### src/rtl/issue_scoreboard.sv
// Dual-slot issue scoreboard: per-GPR result countdowns plus a long-latency divider
// occupancy counter. Optional stall statistics are enabled by ISSUE_SCOREBOARD_STATS_EN.
module issue_scoreboard (
    input  logic        clk,
    input  logic        rstn,
    input  logic        issue_valid,
    input  logic        flush,
    input  logic [4:0]  u_ra,
    input  logic [4:0]  u_rb,
    input  logic [4:0]  u_rs,
    input  logic        u_ra_use,
    input  logic        u_rb_use,
    input  logic        u_rs_use,
    input  logic [4:0]  u_rt,
    input  logic        u_rt_we,
    input  logic [1:0]  u_lat,
    input  logic [4:0]  l_ra,
    input  logic [4:0]  l_rb,
    input  logic [4:0]  l_rs,
    input  logic        l_ra_use,
    input  logic        l_rb_use,
    input  logic        l_rs_use,
    input  logic [4:0]  l_rt,
    input  logic        l_rt_we,
    input  logic [1:0]  l_lat,
    output logic        interlock,
    output logic [31:0] pending_mask,
    output logic        div_busy,
    output logic [31:0] stall_count
);

    localparam int NREG = 32;

    localparam logic [1:0] CLS_ALU  = 2'd0;
    localparam logic [1:0] CLS_LOAD = 2'd1;
    localparam logic [1:0] CLS_FP   = 2'd2;
    localparam logic [1:0] CLS_LONG = 2'd3;

    // Countdown value loaded on issue: latency minus one.
    function automatic logic [2:0] lat_load(input logic [1:0] cls);
        logic [2:0] v;
        case (cls)
            CLS_ALU:  v = 3'd0;
            CLS_LOAD: v = 3'd2;
            CLS_FP:   v = 3'd3;
            default:  v = 3'd7;
        endcase
        return v;
    endfunction

    function automatic logic [2:0] max3(input logic [2:0] a, input logic [2:0] b);
        return (a > b) ? a : b;
    endfunction

    logic [2:0]      cnt     [NREG];
    logic [2:0]      cnt_nxt [NREG];
    logic [2:0]      div_cnt;
    logic [2:0]      div_cnt_nxt;
    logic [NREG-1:0] busy;

    logic [1:0]      l_cls;
    logic [2:0]      u_load;
    logic [2:0]      l_load;
    logic            raw_hz;
    logic            waw_hz;
    logic            struct_hz;
    logic            hazard;
    logic            do_issue;
    logic [NREG-1:0] u_hit;
    logic [NREG-1:0] l_hit;

    // The lower slot never carries long ops, so its class 3 folds into the FP pipe.
    assign l_cls  = (l_lat == CLS_LONG) ? CLS_FP : l_lat;
    assign u_load = lat_load(u_lat);
    assign l_load = lat_load(l_cls);

    always_comb begin
        for (int i = 0; i < NREG; i++) begin
            busy[i] = (cnt[i] != 3'd0);
        end
    end

    // Lower-slot reads of the upper-slot destination are bundle-legal and not checked.
    assign raw_hz = (u_ra_use & busy[u_ra]) | (u_rb_use & busy[u_rb]) | (u_rs_use & busy[u_rs])
                  | (l_ra_use & busy[l_ra]) | (l_rb_use & busy[l_rb]) | (l_rs_use & busy[l_rs]);
    assign waw_hz    = (u_rt_we & busy[u_rt]) | (l_rt_we & busy[l_rt]);
    assign struct_hz = (u_lat == CLS_LONG) & (div_cnt != 3'd0);
    assign hazard    = raw_hz | waw_hz | struct_hz;

    assign interlock = rstn & issue_valid & hazard;
    assign do_issue  = rstn & issue_valid & ~hazard & ~flush;

    assign u_hit = (do_issue & u_rt_we) ? (NREG'(1) << u_rt) : '0;
    assign l_hit = (do_issue & l_rt_we) ? (NREG'(1) << l_rt) : '0;

    always_comb begin
        for (int i = 0; i < NREG; i++) begin
            cnt_nxt[i] = cnt[i];
            if (u_hit[i] && l_hit[i]) begin
                cnt_nxt[i] = max3(u_load, l_load);
            end else if (u_hit[i]) begin
                cnt_nxt[i] = u_load;
            end else if (l_hit[i]) begin
                cnt_nxt[i] = l_load;
            end else if (cnt[i] != 3'd0) begin
                cnt_nxt[i] = cnt[i] - 3'd1;
            end
        end
    end

    always_comb begin
        div_cnt_nxt = div_cnt;
        if (do_issue && (u_lat == CLS_LONG)) begin
            div_cnt_nxt = 3'd7;
        end else if (div_cnt != 3'd0) begin
            div_cnt_nxt = div_cnt - 3'd1;
        end
    end

    always_ff @(posedge clk) begin
        if (!rstn) begin
            for (int i = 0; i < NREG; i++) begin
                cnt[i] <= 3'd0;
            end
            div_cnt <= 3'd0;
        end else begin
            for (int i = 0; i < NREG; i++) begin
                cnt[i] <= cnt_nxt[i];
            end
            div_cnt <= div_cnt_nxt;
        end
    end

    assign pending_mask = rstn ? busy : '0;
    assign div_busy     = rstn & (div_cnt != 3'd0);

`ifdef ISSUE_SCOREBOARD_STATS_EN
    function automatic logic [31:0] sat_inc(input logic [31:0] v);
        return (v == 32'hFFFF_FFFF) ? v : v + 32'd1;
    endfunction

    logic [31:0] stall_q;

    always_ff @(posedge clk) begin
        if (!rstn) begin
            stall_q <= 32'd0;
        end else if (issue_valid && interlock && !flush) begin
            stall_q <= sat_inc(stall_q);
        end
    end

    assign stall_count = stall_q;
`else
    assign stall_count = 32'd0;
`endif

endmodule

### config.mk
export PLATFORM = sky130hd
export DESIGN_NAME = issue_scoreboard
export DESIGN_NICKNAME = d
export VERILOG_FILES = /design/src/rtl/issue_scoreboard.sv
export SDC_FILE = /design/constraint.sdc
export NUM_CORES = 1
export LEC_CHECK = 0
export ABC_CLOCK_PERIOD_IN_PS = 9760
export BUFFER_PORTS_ARGS = -buffer_cell sky130_fd_sc_hd__buf_2
export CORE_UTILIZATION = 40
export CTS_BUF_LIST = sky130_fd_sc_hd__clkbuf_4
export DETAILED_ROUTE_END_ITERATION = 12
export GPL_ROUTABILITY_DRIVEN = 0
export MAX_ROUTING_LAYER = met4
export SYNTH_ARGS = -nofsm -noshare
export SYNTH_HDL_FRONTEND = slang
export SYNTH_SLANG_ARGS = --single-unit
### constraint.sdc
create_clock -name clk -period 9.76 [get_ports clk]
set_input_delay 0.488 -clock clk [delete_from_list [all_inputs] [get_ports clk]]
set_output_delay 0.488 -clock clk [all_outputs]
set_load 0.05 [all_outputs]
# --- Word-level counts from Yosys, hierarchy flattened ---
# Memories as Yosys holds them, arrays and structs flattened.
# Cells that the tools add are included.
totals:
  regBits: 3
  in_bits: 56
  memories: 1
  out_inout_bits: 66
  elab_cells: 366
  ramBits: 96
mem_list:
  columns: ["name", "depth", "width", "read_ports", "rd_clocked_by_memory_dff", "write_ports", "line", "rtl"]
  rows:
  - ["cnt", 32, 3, 32, 0, 32, "55", "logic [2:0] cnt [NREG];"]
classes:
  n_reduce_logical: 69
  order_cmp: 9
  shifts: 2
  muxes: 187
  n_eq_ne: 6
  bitwise_logic: 58
  add_sub_neg: 33
ops:
  columns: ["operator", "count"]
  rows:
  - ["2-to-1 mux 3 bit", 163]
  - ["nonzero test 3 bit", 33]
  - ["subtractor 3 x 1 -> 3 bit (second input constant)", 33]
  - ["2-to-1 mux 32 bit", 3]
  - ["left shift 1 x 5 -> 32 bit (first input constant)", 2]
  - ["less-than comparator 5 x 6 -> 1 bit (second input constant)", 8]
  - ["binary-select mux 1 bit (select 5 bit)", 8]
  - ["OR 1 bit", 40]
  - ["logical AND 1 bit", 33]
  - ["case mux 3 bit (3 select lines)", 2]
  - ["bitwise AND 1 bit", 16]
  - ["2-to-1 mux 1 bit", 10]
  - ["equality test 2 bit (second input constant)", 4]
  - ["equality test 2 x 1 -> 1 bit (second input constant)", 2]
  - ["logical NOT 2 bit", 2]
  - ["> comparator 3 bit", 1]
  - ["2-to-1 mux 2 bit", 1]
  - ["inverter 1 bit", 2]
  - ["nonzero test 2 bit", 1]

# --- Depth between registers and ports, before layout ---
# An unclocked memory read counts as a cell.
logic_depth:
  ltp_word: 21
  depth_mapped: 16
  ltp_nobuf: 12

# --- Worst setup path after synthesis ---
# OpenSTA, ideal clock, no wires.
synth_path:
  kind: "register to output"
  start: "mem cnt[23][0], in the netlist cnt[1][21]"
  end: "out interlock"
  n_path_buf: 3
  path_stages_with_launch: 14
  slack_ps: 6025
  arrival_ps: 3247
  required_ps: 9272
  path_cell_list: "dfxtp_1 inv_1 ha_1 ha_1 mux4_2 mux2_2 o2111ai_1 o21ai_0 o2111ai_1 or3_1 buf_6 buf_6 clkbuf_1 and3_1"
synth_rtl:
  columns: ["item", "line", "rtl"]
  rows:
  - ["start, declared", "55", null]
  - ["end, declared", "26", "output logic interlock,"]

==> summary.md <==
| Metric | Value |
|---|---|
| Status | `complete, no violations` |
| Synth Area per Inst | `7.701 sq um` |
| Total GRT Usage | `27.92%` |
| CTS sink count | `99` |
| Skew final | `0.03129 ns` |
| Drt total wl | `38430 um` |
| Setup bufs post-CTS | `0` |
| Mapped Area | `10960 sq um` |
| Synth Instances | `1423` |
| Layout Cells excl Fill | `1768` |
| Setup violators final | `0` |
| First-pass GRT wire length | `58710 um` |
| Layout Nets | `1544` |
| Ys async rst share | `0%` |
| Most common cell in the netlist | `nor2_1` |
| Slowest-stage cell, CP | `buf_4` |
| Die Area | `28060 sq um` |
| Crit Path Category | `flip-flop to primary output` |
| Slew @ Worst Pin | `1.019 ns` |
| Leading area contributor after synthesis | `dfxtp_1` |
| Vias in the first global route | `9849` |
| Post-synth EDFFs | `0` |
| Synth top area share | `18.09%` |
| DR vias/cell | `6.171` |
| LEAKAGE | `0.004742 uW` |
| Multi-input gate area | `7901 sq um` |
| Bufs and invs on worst path | `3` |
| Synth cell types | `79` |
| Final Core Density | `42.80%` |
| Met2 usage | `43.51%` |
| Post-route DRC | `0` |
| GRT overflow | `0` |
| Die width | `167.5 um` |
| Fin. Hold Viols | `0` |
| Clock transition at path regs | `0.16 ns` |
| Pre-Repair DR Iteration Count | `5` |
| M1 GR Usage | `36.54%` |
| Layout Area Growth over Synthesis | `4.978%` |
| Setup crit start kind | `flip-flop` |
| Unrepaired setup endpoints after global routing | `false` |
| Min-Delay Path Class | `flip-flop to flip-flop` |
| GR Layer Usage met3 | `4.751%` |
| WP data arrival | `4.64 ns` |
| Commonest cells post-synth | `nor2_1, mux2i_1, inv_1, nand2_1, dfxtp_1` |
| Root Driver | `clkbuf_4` |
| Max VDD drop | `0.1288 mV` |
| Fillers | `2754` |
| GRT busiest layer | `met2` |
| Core Region | `26880 sq um` |
| Part of the cycle the worst path needs | `52.56%` |
| Register area share after synthesis | `18.09%` |
| Worst path cell trace | `inv_1, ha_1, ha_1, mux4_2, mux2_2, o2111ai_1, o21ai_0, o2111ai_1, or3_2, buf_4, and3_1, buf_2` |
| Core Rows | `60` |
| Max clock buf depth | `2` |
| Synthesized flop and latch total | `99` |
| Ports | `122` |
| Crit path max fanout | `59` |
| Via count | `10.91k` |
| Crit path largest cell delay | `0.60 ns` |
| Dpl hpwl | `26690 um` |
| Worst Path Required | `9.27 ns` |
| Post-CTS Hold Buffers | `0` |
| Initial core utilization | `40.77%` |
| Pins Over Slew Limit | `0` |
| Slew HR | `31.54%` |
| Total CTS buffers | `9` |
| CP endpoint kind | `primary output` |
| Final min period | `5.130 ns` |
| Layout cell share with drive strength beyond 1 | `14.32%` |
| Top_reg_cell synth | `dfxtp_1` |
| H-tree depth | `3` |
| Antenna violations before repair | `1` |
| Cell family with most CP delay | `buffers and inverters` |
| Fin Setup TNS | `0 ns` |
| CTS tree | `yes` |
| Input/output buffers | `89` |
| Largest net degree at the start of global routing | `81` |
| Detail Route Antenna Nets | `0` |
| Post-detailed-route wirelength per cell | `21.74 um` |
| Internal reg-to-reg setup slack | `5.10 ns` |
| Fmax | `194.9 MHz` |
| Height of the die | `167.5 um` |
| Register area | `1982 sq um` |
| Iteration-0 DRC Markers | `1197` |
| PostCTS Resize Cnt | `0` |
| Worst skew pair latency | `0.55 ns` |
| Placed Instances | `1750` |
| Syn. warnings | `0` |
| PD cells | `299.0 nW/um^2` |
| Largest cells by area after synthesis | `dfxtp_1, mux2i_1, mux4_2` |
| Max-cap violations | `0` |
metrics by stage:
stage	total power [uW]	setup WS (ns)	hold WS [ns]	area (sq um)
after detailed placement	3087	4.657	0.4464	11310
after CTS	3398	4.714	0.4674	11500
final	3439	4.630	0.4681	11500
after floorplan	2506	6.025	0.4304	11070
after global routing	3696	4.447	0.5031	11500
after global placement	3052	4.848	0.4407	11310
placed cells by master, fill, tap and decap left out, types with 17 or more instances in the layout:
cell      instances
a211oi_1         41
dfxtp_1          99
conb_1           32
nor2b_1          21
and3_1           20
nor2_1          164
nand2_1         107
mux4_2           41
ha_1             68
inv_1           112
buf_2            89
nand3_1          56
o21ai_0          48
mux2i_1         113
a21oi_1          82
o22ai_1          17
nand4_1          17
tightest hold or removal path, stage by stage, from the launching register on:
cell and delay, ns:
dfxtp_1 0.34, nand2_1 0.05, a21oi_1 0.05
logic make-up (layout without fill, tap and decap cells):
logic type / after synthesis / in the layout / share of synthesized area (%)
compound gates: 320 / 320 / 19.91
xor+xnor: 20 / 20 / 1.599
flops: 99 / 99 / 18.09
mux: 169 / 169 / 20.29
simple gates: 481 / 481 / 21.43
buf+inv: 265 / 236 / 10.88
other cells: 1 / 34 / 0.03422
fa+ha+maj: 68 / 68 / 7.764
per-layer routing:
layer / share of wire, % / vias up / routed length (um)
li1: - / 5058 / -
met1: 43 / 5152 / 16500
met2: 45 / 611 / 17280
met3: 9.5 / 90 / 3635
met4: 2.6 / 0 / 1018
met5: 0 / - / 0
path summary, 6_finish.rpt:
kind,startpoint,endpoint,depth (start not counted)
worst min register to register,cnt[1][9]$_SDFFE_PN0P_,cnt[1][9]$_SDFFE_PN0P_,2
worst max register to register,cnt[1][34]$_SDFFE_PN0P_,cnt[0][26]$_SDFFE_PN0P_,13
worst max-delay path,cnt[1][6]$_SDFFE_PN0P_,interlock,12
worst min-delay path,cnt[1][9]$_SDFFE_PN0P_,cnt[1][9]$_SDFFE_PN0P_,2
layout make-up:
| cell class | instances | area share, % |
|---|---|---|
| Timing Repair Buffer | 105 | 4.916 |
| Antenna cell | 2 | 0.04351 |
| Multi-Input combinational cell | 1090 | 68.69 |
| Clock buffer | 9 | 0.5873 |
| Tap cell | 341 | 3.709 |
| Sequential cell | 99 | 17.23 |
| Inverter | 115 | 3.752 |
| Clock inverter | 7 | 1.077 |
sequential cells by signal (all words and copies together) (netlist names):
register	flops
cnt	96
div_cnt	3
report_power, final:
part	total, uW	switching (uW)	internal (uW)
Sequential	634	70.5	564
Clock	302	171	131
Combinational	2500	1510	991
Total	3440	1750	1690
Note: power is estimated with default switching activity, not from simulation.
